$ cat src/rtl/mips_pkg.sv
// Shared definitions for the MIPS pipeline hazard controller: register-address
// geometry and the controller state encoding.
package mips_pkg;

   localparam int unsigned REG_ADDR_W = 5;
   localparam logic [REG_ADDR_W-1:0] REG_ZERO = '0;
   localparam int unsigned SCNT_W = 4;

   typedef enum logic [1:0] {
      RUN     = 2'd0,
      STALL   = 2'd1,
      MD_BUSY = 2'd2
   } hz_state_e;

endpackage

$ cat src/rtl/hazard_match.sv
// Source-operand match for one in-flight destination register; $zero never
// produces a dependency.
module hazard_match
   import mips_pkg::*;
(
   input  logic [REG_ADDR_W-1:0] dest,
   input  logic [REG_ADDR_W-1:0] rs,
   input  logic [REG_ADDR_W-1:0] rt,
   input  logic                  uses_rt,
   output logic                  match_c
);

   assign match_c = (dest != REG_ZERO) && ((dest == rs) || (uses_rt && (dest == rt)));

endmodule

$ cat src/rtl/hazard_ctrl.sv
// Pipeline hazard controller: load-use and branch-operand stalls, taken-branch
// flush, saturating stall counter. Mult/div interlock under MIPS_MULDIV_INTERLOCK_EN.
module hazard_ctrl
   import mips_pkg::*;
#(
   parameter int unsigned MULDIV_LAT = 4,
   parameter int unsigned CNT_W      = 16
) (
   input  logic                  clk,
   input  logic                  rst,
   input  logic [REG_ADDR_W-1:0] IF_ID_rs,
   input  logic [REG_ADDR_W-1:0] IF_ID_rt,
   input  logic                  IF_ID_uses_rt,
   input  logic                  IF_ID_branch,
   input  logic                  IF_ID_muldiv,
   input  logic                  IF_ID_hilo_read,
   input  logic                  ID_EXE_reg_write,
   input  logic                  ID_EXE_mem_read,
   input  logic [REG_ADDR_W-1:0] ID_EXE_write_dest,
   input  logic                  EX_MEM_mem_read,
   input  logic [REG_ADDR_W-1:0] EX_MEM_write_dest,
   input  logic                  branch_taken,
   output logic                  pc_write,
   output logic                  IF_ID_write,
   output logic                  ID_EXE_bubble,
   output logic                  IF_ID_flush,
   output logic [CNT_W-1:0]      stall_cycles
);

   hz_state_e         state_q, state_d;
   logic [SCNT_W-1:0] scnt_q, scnt_d;
   logic [SCNT_W-1:0] mcnt_q, mcnt_d;
   logic [CNT_W-1:0]  stall_cycles_q, stall_cycles_d;
   logic              id_hit_c, mem_hit_c;
   logic [1:0]        need_c;
   logic              stall_c, flush_c;

   hazard_match u_match_id_exe (
      .dest    (ID_EXE_write_dest),
      .rs      (IF_ID_rs),
      .rt      (IF_ID_rt),
      .uses_rt (IF_ID_uses_rt),
      .match_c (id_hit_c)
   );

   hazard_match u_match_ex_mem (
      .dest    (EX_MEM_write_dest),
      .rs      (IF_ID_rs),
      .rt      (IF_ID_rt),
      .uses_rt (IF_ID_uses_rt),
      .match_c (mem_hit_c)
   );

   // Required stall count: the two-cycle rule overrides any one-cycle rule
   always_comb begin
      need_c = 2'd0;
      if (ID_EXE_mem_read && id_hit_c)                                        need_c = 2'd1;
      if (IF_ID_branch && ID_EXE_reg_write && !ID_EXE_mem_read && id_hit_c)   need_c = 2'd1;
      if (IF_ID_branch && EX_MEM_mem_read && mem_hit_c)                       need_c = 2'd1;
      if (IF_ID_branch && ID_EXE_mem_read && id_hit_c)                        need_c = 2'd2;
   end

   always_comb begin
      state_d = state_q;
      scnt_d  = scnt_q;
      mcnt_d  = '0;
      stall_c = 1'b0;
      flush_c = 1'b0;
      case (state_q)
         RUN: begin
            if (need_c != 2'd0) begin
               stall_c = 1'b1;
               if (need_c == 2'd2) begin
                  state_d = STALL;
                  scnt_d  = SCNT_W'(1);
               end
            end else begin
               flush_c = IF_ID_branch && branch_taken;
`ifdef MIPS_MULDIV_INTERLOCK_EN
               if (IF_ID_muldiv) begin
                  state_d = MD_BUSY;
                  mcnt_d  = SCNT_W'(MULDIV_LAT);
               end
`endif
            end
         end
         STALL: begin
            stall_c = 1'b1;
            scnt_d  = (scnt_q != '0) ? scnt_q - SCNT_W'(1) : '0;
            if (scnt_q <= SCNT_W'(1)) state_d = RUN;
         end
`ifdef MIPS_MULDIV_INTERLOCK_EN
         MD_BUSY: begin
            mcnt_d = (mcnt_q != '0) ? mcnt_q - SCNT_W'(1) : '0;
            // A pending second load-branch stall runs down alongside the busy count
            if (scnt_q != '0) begin
               stall_c = 1'b1;
               scnt_d  = scnt_q - SCNT_W'(1);
            end else begin
               stall_c = (need_c != 2'd0);
               if (need_c == 2'd2) scnt_d = SCNT_W'(1);
            end
            if (IF_ID_muldiv || IF_ID_hilo_read) stall_c = 1'b1;
            if (mcnt_q <= SCNT_W'(1)) state_d = (scnt_d != '0) ? STALL : RUN;
         end
`endif
         default: state_d = RUN;
      endcase
      if (rst) begin
         stall_c = 1'b0;
         flush_c = 1'b0;
      end
   end

   assign stall_cycles_d = (stall_c && !(&stall_cycles_q)) ? stall_cycles_q + CNT_W'(1)
                                                           : stall_cycles_q;

   always_ff @(posedge clk) begin
      if (rst) begin
         state_q        <= RUN;
         scnt_q         <= '0;
         mcnt_q         <= '0;
         stall_cycles_q <= '0;
      end else begin
         state_q        <= state_d;
         scnt_q         <= scnt_d;
         mcnt_q         <= mcnt_d;
         stall_cycles_q <= stall_cycles_d;
      end
   end

`ifndef MIPS_MULDIV_INTERLOCK_EN
   logic unused_c;
   assign unused_c = ^{IF_ID_muldiv, IF_ID_hilo_read, mcnt_q, SCNT_W'(MULDIV_LAT)};
`endif

   assign pc_write      = !stall_c;
   assign IF_ID_write   = !stall_c;
   assign ID_EXE_bubble = stall_c;
   assign IF_ID_flush   = flush_c;
   assign stall_cycles  = stall_cycles_q;

endmodule

$ cat config.mk
export PLATFORM = sky130hd
export DESIGN_NAME = hazard_ctrl
export DESIGN_NICKNAME = d
export VERILOG_FILES = /design/src/rtl/mips_pkg.sv /design/src/rtl/hazard_match.sv /design/src/rtl/hazard_ctrl.sv
export SDC_FILE = /design/constraint.sdc
export NUM_CORES = 1
export LEC_CHECK = 0
export ABC_AREA = 1
export CORE_MARGIN = 3
export CORE_UTILIZATION = 39
export DETAILED_ROUTE_END_ITERATION = 8
export HOLD_SLACK_MARGIN = 0.15
export PLACE_DENSITY = 0.71
export SLEW_MARGIN = 20
export SYNTH_ARGS = -nofsm -noshare
export SYNTH_HDL_FRONTEND = slang
export SYNTH_SLANG_ARGS = --single-unit
$ cat constraint.sdc
create_clock -name clk -period 1.8 [get_ports clk]
set_input_delay 0.27 -clock clk [delete_from_list [all_inputs] [get_ports clk]]
set_output_delay 0.27 -clock clk [all_outputs]
set_load 0.02 [all_outputs]
==> out/qor.txt, run 1 <==
Initial antenna violation count: 0
Cells after DPL: 378
Mux cell area share after synthesis: 0
Met2 usage: 0.309
Hold Path Class: reg -> reg
Synth Area in Compound Gates: 0.0964
Post-route DRC: 0
Main combinational cell family by area after synthesis: simple AND/OR/NAND/NOR gates
Clock Path Buffers: 2
Routed wire length per instance: 13.0 um
Arrival time at the worst endpoint: 1.87 ns
Pwr/cell area: 423 nW/um^2
Maximum number of pins on one net before global-route repair: 21
Asr flop ratio synth: 0
Hold path startpoint: scnt_q[3]
First-pass GRT wire length: 8250 um
R2R Path End: stall_cycles[6]
Max Clock Freq: 0.583 GHz
Syn Std Cell Area: 1640 um^2
# Max-Cap Violations: 0
Worst Hold Endpoint: scnt_q[3]
Slew Viols, Final: 0
Synth area leader: dfxtp_1
CTS HTree Levels: 1
Remaining global-route overflow: 0
Final number of setup-violating endpoints: 0
Peak supply drop: 0.389 mV
Yosys reg bits: 21
Reg-to-reg setup timing slack: 0.08 ns
Ys flop type: dfxtp_1
Syn avg cell area: 6.10 um^2
Top cells by area, synth: dfxtp_1 26%, nand2_1 20%, inv_1 8.5%, nor2_1 6.9%, nand4_1 6.5%
Final Hold Fails: 0
Finished Layout Cells: 389
RSZ-0062 raised after global routing: false
Worst setup SP type: register
Fill cell count: 397
LEAKAGE: 1.14 nW
Synthesis warning total: 0
Fin crit share: 0.953
Number of nets in the layout: 373
Hpwl dp: 3700 um
Worst Setup End Kind: register
Syn Inst Count: 268
Die Y-Extent: 70.8 um
Die footprint: 5010 um^2
CTS tree: built
CTS clk-pin slew, worst paths: 0.08 ns
Number of flops mapped to enable cells by yosys: 0
Synth cell types: 28
# IOs: 50
Outcome: finished, final reports clean
GRT Total Usage: 0.197
Syn nets: 299
Crit path kind: reg -> reg
Die width: 70.8 um
First drt pass iteration count: 4
Maximum net fanout on the critical path: 6
Post-DRT Antenna Nets: 0
Vias in the first global route: 1829
Initial Util: 0.424
CTS Buf Count: 3
Post-Synth Simple-Gate Area: 0.450
Tmin final: 1.72 ns
Routability cong.: 0.944
Yosys top cell area share: 0.257
Initial DRC count: 130
Post-Synth XOR/XNOR Area: 0.0750
Root Driver: clkbuf_8
Hold_ws: 0.488 ns
Clk_skew: 0.00539 ns
Layout cells sized above 1: 0.208
Site Rows: 22
Via count: 1942
Required time of the critical path: 1.95 ns
Core area: 3850 um^2
Worst-Skew Late Latency: 0.26 ns
Sequential-to-total area share from yosys stat: 0.257
Most Crowded Layer GR: met2
Post-synthesis adder-cell area fraction: 0.00765
Area grow syn2layout: 47.7%
Top cells by count, synth: 88 x nand2_1, 37 x inv_1, 30 x nor2_1
Hold path depth: 2
Vias/cell: 4.99
GR Layer Usage met3: 0.0298
Antenna Cells: 0
Rel. slew slack: 0.727
Hold buffer count at cts: 0
Top-count cell post-synth: nand2_1
GRT met1 Usage: 0.287
Reg2reg start: stall_cycles[1]
Wire length after detailed routing: 5040 um
Buffers on Ports: 47
Clk sinks: 21
Transition time of the tightest slew-check pin: 0.405 ns
R2R depth: 10
-- power by group --
group          leakage, nW  total (W)  switching (W)  internal [W]
Clock               0.0255   0.000319       0.000164      0.000154
Sequential           0.170   0.000470     0.00000273      0.000467
Combinational        0.945   0.000233       0.000131      0.000102
-- sequential cells by signal (all words and copies together) (netlist names) --
register / flops
stall_cycles: 16
scnt_q: 4
state_q: 1
-- metrics by stage --
step                TNS [ns]   util  worst slack (ns)  total power [W]  area (um^2)
floorplan                  0      -            0.0127         0.000590         1640
global placement       -8.74  0.595            -0.696         0.000713         2290
detailed placement     -9.52  0.595            -0.735         0.000716         2290
CTS                        0  0.603            0.0112          0.00103         2320
global route               0  0.627          0.000330          0.00107         2420
finish                     0  0.627            0.0838          0.00102         2420
-- what timing repair did --
item,in CTS,in global routing
gates cloned,0,1
buffers inserted,1,5
resized for setup,48,23
pin swaps,4,7
endpoints found under the setup margin,18,19
-- per-layer routing --
metal	wire length, um	up-vias
met4	76	0
li1	-	1008
met5	0	-
met1	2290	876
met2	2410	52
met3	266	6
-- area by class of cell --
| cell class | count | area [um^2] | share of cell area |
|---|---|---|---|
| clock buffer | 3 | 41.3 | 0.0171 |
| clock inverter | 1 | 5.00 | 0.00207 |
| inverter | 38 | 143 | 0.0590 |
| multi-input combinational | 202 | 1090 | 0.452 |
| sequential | 21 | 423 | 0.175 |
| tap | 48 | 60.1 | 0.0249 |
| timing repair buffer | 76 | 653 | 0.270 |
-- worst max-delay path, stage by stage (launching register included) --
cell and delay, ns:
dfxtp_2 0.36, ha_4 0.15, nand3_2 0.11, nor2_4 0.15, nand2_2 0.10, nor2_4 0.16, nand2_4 0.11, buf_6 0.17
buf_4 0.13, nand4_1 0.10, a21oi_2 0.06
-- cells in the final DEF, fill, tap and decap left out, types with 8 or more instances in the layout --
| master | n |
|---|---|
| a21oi_1 | 8 |
| a21oi_2 | 8 |
| buf_4 | 29 |
| clkdlybuf4s50_1 | 22 |
| dfxtp_1 | 19 |
| dlygate4sd2_1 | 14 |
| inv_1 | 33 |
| nand2_1 | 86 |
| nand3_1 | 15 |
| nand4_1 | 17 |
| nor2_1 | 27 |
| xor2_1 | 8 |
-- kinds of logic (layout without fill, tap and decap cells) --
logic type | Yosys count | after routing
AOI/OAI and AO/OA | 24 | 24
xor gates and xnor gates | 14 | 14
adders and majority gates | 1 | 1
buffers and inverters | 46 | 118
DFF | 21 | 21
and+or+nand+nor | 162 | 163
-- worst max-delay path by stage --
stage / from / end / slack, ns / depth (start not counted)
finish: stall_cycles[1] / stall_cycles[6] / 0.08 / 10
global route: stall_cycles[1] / stall_cycles[6] / 0.0003 / 10
CTS: stall_cycles[0] / stall_cycles[13] / 0.01 / 9
detailed placement: ID_EXE_write_dest[3] / ID_EXE_bubble / -0.74 / 12
global placement: IF_ID_rt[0] / ID_EXE_bubble / -0.70 / 12
floorplan: stall_cycles[1] / stall_cycles[15] / 0.01 / 9
Power figures use the tool's default switching activity.
==> run 2: changes to the inputs <==
--- a/config.mk
+++ b/config.mk
@@ -5,12 +5,12 @@
 export SDC_FILE = /design/constraint.sdc
 export NUM_CORES = 1
 export LEC_CHECK = 0
-export ABC_AREA = 1
 export CORE_MARGIN = 3
 export CORE_UTILIZATION = 39
 export DETAILED_ROUTE_END_ITERATION = 8
+export DONT_BUFFER_PORTS = 1
 export HOLD_SLACK_MARGIN = 0.15
-export PLACE_DENSITY = 0.71
+export PLACE_DENSITY = 0.55
 export SLEW_MARGIN = 20
 export SYNTH_ARGS = -nofsm -noshare
 export SYNTH_HDL_FRONTEND = slang
==> out/qor.txt, run 2 <==
Outcome: complete, but fails checks
Violated checks: setup timing
# IOs: 50 (unchanged)
Die footprint: 4270 um^2 (-15%)
First-pass GRT wire length: 5630 um (-32%)
Internal power: 0.000625 W (-14%)
Switching Share: 0.269 (-0.0231)
RSZ-0062 raised after global routing: true
Yosys top cell area share: 0.306 (+0.0487)
Remaining global-route overflow: 0 (unchanged)
Top-count cell post-synth: xnor2_1
Routed wire length per instance: 15.2 um (+17%)
Core area: 3200 um^2 (-17%)
Root Driver: clkbuf_4
Hpwl dp: 2640 um (-28%)
Tmin final: 1.93 ns (+0.209 ns)
Synth cell types: 45 (+61%)
Maximum net fanout on the critical path: 3 (-3)
Final number of setup-violating endpoints: 11 (+11)
Number of nets in the layout: 219 (-41%)
Via count: 1251 (-36%)
Rel. slew slack: 0.557 (-0.169)
Syn Inst Count: 157 (-41%)
Die Y-Extent: 65.4 um (-7.6%)
Initial antenna violation count: 0 (unchanged)
Antenna Cells: 0 (unchanged)
Worst setup SP type: primary input
Clk_skew: 0.00628 ns (+0.000885 ns)
Number of flops mapped to enable cells by yosys: 0 (unchanged)
Comb power frac: 0.164 (-0.064)
Final Hold Fails: 0 (unchanged)
Top cells by count, synth: 24 x xnor2_1, 21 x dfxtp_1, 19 x nor2_1
Synth area leader: dfxtp_1
Max reg flops: 16 (unchanged)
Peak supply drop: 0.502 mV (+29%)
CTS HTree Levels: 1 (unchanged)
Transition time of the tightest slew-check pin: 0.662 ns (+0.257 ns)
Site Rows: 20 (-9.1%)
Fin crit share: 1.07 (+0.116)
Switch Pwr: 0.000230 W (-23%)
CP Buf/Inv Count: 0 (-2)
Vias/cell: 5.42 (+8.5%)
Syn avg cell area: 8.76 um^2 (+44%)
Initial Util: 0.429 (+0.00495)
Sequential-to-total area share from yosys stat: 0.306 (+0.0487)
Initial DRC count: 39 (-70%)
Syn Std Cell Area: 1380 um^2 (-16%)
Clock Power Share: 0.289 (-0.023)
Worst Setup End Kind: output port
Slew Viols, Final: 0 (unchanged)
# Max-Cap Violations: 0 (unchanged)
Post-DRT Antenna Nets: 0 (unchanged)
Routability cong.: 0.771 (-18%)
Final setup TNS: -0.619 ns (-0.619 ns)
CTS clk-pin slew, worst paths: 0.13 ns (+0.05 ns)
Top cell family by delay on the critical path: simple AND/OR/NAND/NOR gates
Maximum number of pins on one net before global-route repair: 16 (-24%)
Pwr/cell area: 470 nW/um^2 (+11%)
Synthesis warning total: 0 (unchanged)
Ys flop type: dfxtp_1
Max Clock Freq: 0.519 GHz (-11%)
Setup WS pre-CTS: -0.253 ns (+0.482 ns)
Syn nets: 188 (-37%)
Crit path kind: in -> out
Seq pwr share: 0.547 (+0.087)
Die width: 65.4 um (-7.6%)
Commonest non-fill, non-tap cells in the layout: 26 x buf_4, 23 x xnor2_1, 19 x nor2_1
Area grow syn2layout: 32.1%
Post-route DRC: 0 (unchanged)
CTS tree: built
Clock Path Buffers: 2 (unchanged)
Asr flop ratio synth: 0 (unchanged)
Arrival time at the worst endpoint: 1.66 ns (-0.21 ns)
Buffers on Ports: 0 (-100%)
Vias in the first global route: 1270 (-31%)
Wire length after detailed routing: 3510 um (-30%)
Worst path cell trace: or3_4, o311a_4, a32oi_4, and2_4, and4b_2
Post-route setup slack: -0.125 ns (-0.209 ns)
Hold Path Class: in -> reg
Layout cells sized above 1: 0.380 (+0.171)
Most common cell after layout, fill and taps aside: buf_4
Top cells by area, synth: dfxtp_1 31%, xnor2_1 15%, nor2_1 5.2%, mux2_2 3.3%, nand4_1 3.2%
Clk sinks: 21 (unchanged)
GRT Total Usage: 0.167 (-0.0300)
Yosys reg bits: 21 (unchanged)
Required time of the critical path: 1.53 ns (-0.42 ns)
First drt pass iteration count: 4 (unchanged)
LEAKAGE: 0.661 nW (-42%)
Slowest library cell on the worst path: or3_4
CTS Buf Count: 3 (unchanged)
Worst-Skew Late Latency: 0.32 ns (+0.06 ns)
Max incr delay on CP: 0.37 ns (about the same)
==> run 2: per-layer routing <==
metal / up-vias / global-route usage / routed length [um]
li1: 617 / - / -
met1: 598 / 0.199 / 1500
met2: 32 / 0.288 / 1760
met3: 4 / 0.0530 / 216
met4: 0 / 0.0466 / 28
met5: - / 0 / 0
==> run 2: power groups by stage <==
stage / sequential, W / combinational [W] / clock (W)
after floorplan: 0.000480 / 0.0000994 / 0
after global placement: 0.000477 / 0.000117 / 0
after detailed placement: 0.000477 / 0.000121 / 0
after CTS: 0.000467 / 0.000133 / 0.000256
after global routing: 0.000468 / 0.000153 / 0.000276
final: 0.000467 / 0.000140 / 0.000247
==> run 2: cell families after synthesis <==
| family | after synthesis | synth area share |
|---|---|---|
| AOI/OAI and AO/OA | 29 | 0.189 |
| xor gates and xnor gates | 26 | 0.166 |
| adders and majority gates | 1 | 0.00910 |
| buffers and inverters | 9 | 0.0282 |
| DFF | 21 | 0.306 |
| muxes | 6 | 0.0482 |
| and+or+nand+nor | 65 | 0.254 |
==> run 2: worst reg2reg max path: cells and delay by family (launching register included) <==
kind,cells,cell delay [ns]
simple gates,5,0.96
flops,1,0.36
mux,1,0.29
compound gates,1,0.19
==> run 2: final cells by class <==
class	count	area [um^2]
well taps	44	55.1
clock inverters	1	6.26
flip-flops and latches	21	430
multi-input cells	127	1020
inverters	3	13.8
repair buffers	32	270
clock buffers	3	22.5
fillers	310	1390
==> run 2: through the flow <==
step | total power (W) | std cells | utilization | cell area (um^2) | hold slack, ns
2_1_floorplan | 0.000580 | 157 | - | 1420 | 0.474
3_3_place_gp | 0.000594 | 223 | 0.518 | 1660 | 0.337
3_5_place_dp | 0.000598 | 223 | 0.518 | 1660 | 0.339
4_1_cts | 0.000856 | 230 | 0.543 | 1740 | 0.163
5_1_grt | 0.000897 | 231 | 0.567 | 1820 | 0.166
6_report | 0.000854 | 231 | 0.567 | 1820 | 0.169
==> run 2: what timing repair did <==
item | in CTS | in global routing
endpoints found under the hold margin | 15 | 0
resized for setup | 7 | 13
gates cloned | 0 | 0
pin swaps | 11 | 15
setup endpoints to repair | 19 | 18
hold buffers | 1 | 0
setup buffers | 2 | 1
==> run 2: final timing paths <==
check,startpoint,end,slack (ns),cells after the start
worst min-delay path,rst,stall_cycles[15],0.17,2
worst min register to register,scnt_q[3],scnt_q[3],0.52,1
worst max-delay path,EX_MEM_write_dest[1],IF_ID_flush,-0.13,5
worst max register to register,stall_cycles[4],stall_cycles[6],-0.10,7
==> run 3: changes to the inputs <==
--- a/config.mk
+++ b/config.mk
@@ -5,13 +5,15 @@
 export SDC_FILE = /design/constraint.sdc
 export NUM_CORES = 1
 export LEC_CHECK = 0
+export CORE_ASPECT_RATIO = 1.4
 export CORE_MARGIN = 3
 export CORE_UTILIZATION = 39
+export CTS_CLUSTER_SIZE = 30
 export DETAILED_ROUTE_END_ITERATION = 8
 export DONT_BUFFER_PORTS = 1
 export HOLD_SLACK_MARGIN = 0.15
 export PLACE_DENSITY = 0.55
-export SLEW_MARGIN = 20
+export SLEW_MARGIN = 25
 export SYNTH_ARGS = -nofsm -noshare
 export SYNTH_HDL_FRONTEND = slang
 export SYNTH_SLANG_ARGS = --single-unit
==> out/qor.txt, run 3 (same netlist as run 2, synthesis figures left out) <==
Final number of setup-violating endpoints: 11 (unchanged)
Antenna Cells: 0 (unchanged)
Maximum number of pins on one net before global-route repair: 16 (unchanged)
Buffers on Ports: 0 (unchanged)
Die width: 56.2 um (-14%)
Transition time of the tightest slew-check pin: 0.587 ns (-0.0749 ns)
RSZ-0062 raised after global routing: true
# Max-Cap Violations: 0 (unchanged)
Post-route setup slack: -0.116 ns (+0.00924 ns)
Clk sinks: 21 (unchanged)
Post-route DRC: 0 (unchanged)
Via count: 1248 (-0.24%)
Post-DRT Antenna Nets: 0 (unchanged)
Final setup TNS: -0.442 ns (+0.177 ns)
Routed wire length per instance: 15.2 um (+0.19%)
Reg2reg start: stall_cycles[6]
Initial antenna violation count: 0 (unchanged)
Crit path from: stall_cycles[6]
# IOs: 50 (unchanged)
Worst-Skew Late Latency: 0.26 ns (-0.06 ns)
Slew Viols, Final: 0 (unchanged)
Layout cells sized above 1: 0.368 (-0.0121)
CTS HTree Levels: 1 (unchanged)
Die footprint: 4280 um^2 (+0.24%)
Routability cong.: 0.805 (+4.5%)
CTS tree: built
Area grow syn2layout: 29.4%
Wire length after detailed routing: 3410 um (-2.9%)
Site Rows: 24 (+20%)
Required time of the critical path: 1.95 ns (+0.42 ns)
Worst Setup End Kind: register
Finished Core Util: 0.549 (-0.0186)
Crit path kind: reg -> reg
Hold Path Class: in -> reg
Critical Path End: stall_cycles[6]
GRT Total Usage: 0.166 (-0.00106)
Worst setup SP type: register
Max reg flops: 16 (unchanged)
Maximum net fanout on the critical path: 4 (+1)
Fin crit share: 1.06 (-0.00514)
Hold path depth: 2 (unchanged)
Violated checks: setup timing
Tmin final: 1.92 ns (-0.00924 ns)
LEAKAGE: 0.654 nW (-1.0%)
R2R depth: 7 (unchanged)
Root Driver: clkbuf_8
Clk_skew: 0.00586 ns (-0.000417 ns)
Number of nets in the layout: 217 (-0.91%)
Arrival time at the worst endpoint: 2.07 ns (+0.41 ns)
Die Y-Extent: 76.3 um (+17%)
Vias in the first global route: 1322 (+4.1%)
Commonest non-fill, non-tap cells in the layout: 26 x buf_4, 21 x xnor2_1, 19 x nor2_1
Rel. slew slack: 0.607 (+0.0501)
Pwr/cell area: 509 nW/um^2 (+8.1%)
CTS clk-pin slew, worst paths: 0.08 ns (-0.05 ns)
Max Clock Freq: 0.522 GHz (+0.48%)
Peak supply drop: 0.282 mV (-44%)
Initial DRC count: 30 (-23%)
R2R Path End: stall_cycles[6]
Clock Path Buffers: 2 (unchanged)
Remaining global-route overflow: 0 (unchanged)
CTS Buf Count: 3 (unchanged)
Vias/cell: 5.57 (+2.9%)
Reg-to-reg setup timing slack: -0.12 ns (-0.02 ns)
First-pass GRT wire length: 5850 um (+3.9%)
Outcome: complete, but fails checks
Fill cell count: 326 (+5.2%)
Final Power: 0.000905 W (+5.9%)
Core area: 3240 um^2 (+1.3%)
First drt pass iteration count: 4 (unchanged)
Hpwl dp: 2690 um (+1.7%)
Initial Util: 0.424 (-0.00530)
Final Hold Fails: 0 (unchanged)
Most common cell after layout, fill and taps aside: buf_4
-- run 3: cell types whose count changed in the layout (fill, tap and decap cells not counted), sizes merged --
cell / change
buf: -2
inv: -1
clkinv: +1
-- run 3: critical path: stages, from the launching register on --
cell and delay (ns):
dfxtp_4 0.35, and4_4 0.18, and3_4 0.15, and3_4 0.15, and3b_2 0.25, a211oi_4 0.22, and3_4 0.23, mux2_4 0.29
-- run 3: final cells by class --
type	instances	area [um^2]	area share
multi-input combinational	127	1000	0.563
sequential	21	430	0.242
timing repair buffer	30	239	0.134
tap	39	48.8	0.0274
clock buffer	3	41.3	0.0232
inverter	3	13.8	0.00774
clock inverter	1	5.00	0.00281
-- run 3: repair_timing --
item                       in CTS  in global routing
setup buffers                   2                  0
pin swaps                      13                  7
setup endpoints to repair      19                 19
resized for setup               9                  7
hold endpoints to repair       15                  0
hold buffers                    1                  0
-- run 3: per-stage QoR --
step                hold WS [ns]  std cells  setup slack (ns)  area, um^2
floorplan                  0.474        157            -0.311        1420
global placement           0.339        217            -0.224        1630
detailed placement         0.342        217            -0.225        1630
CTS                        0.241        224            -0.125        1740
global route               0.242        224            -0.178        1780
finish                     0.245        224            -0.116        1780
-- run 3: metal layers --
metal | share of wire | up-vias | track usage
met5 | 0 | - | 0
met3 | 0.093 | 4 | 0.0576
li1 | - | 618 | -
met4 | 0.010 | 0 | 0.0499
met2 | 0.55 | 47 | 0.314
met1 | 0.35 | 579 | 0.166
-- run 3: worst min path at each step --
stage	startpoint	end
6_report	rst	stall_cycles[15]
5_1_grt	rst	stall_cycles[6]
4_1_cts	rst	stall_cycles[11]
3_5_place_dp	rst	stall_cycles[7]
3_3_place_gp	rst	stall_cycles[4]
2_1_floorplan	scnt_q[0]	scnt_q[0]
-- run 3: report_power, final --
group,internal [W],switching [W],total [W]
Clock,0.000154,0.000152,0.000306
Combinational,0.0000697,0.0000626,0.000132
Sequential,0.000464,0.00000259,0.000467
Total,0.000688,0.000217,0.000905
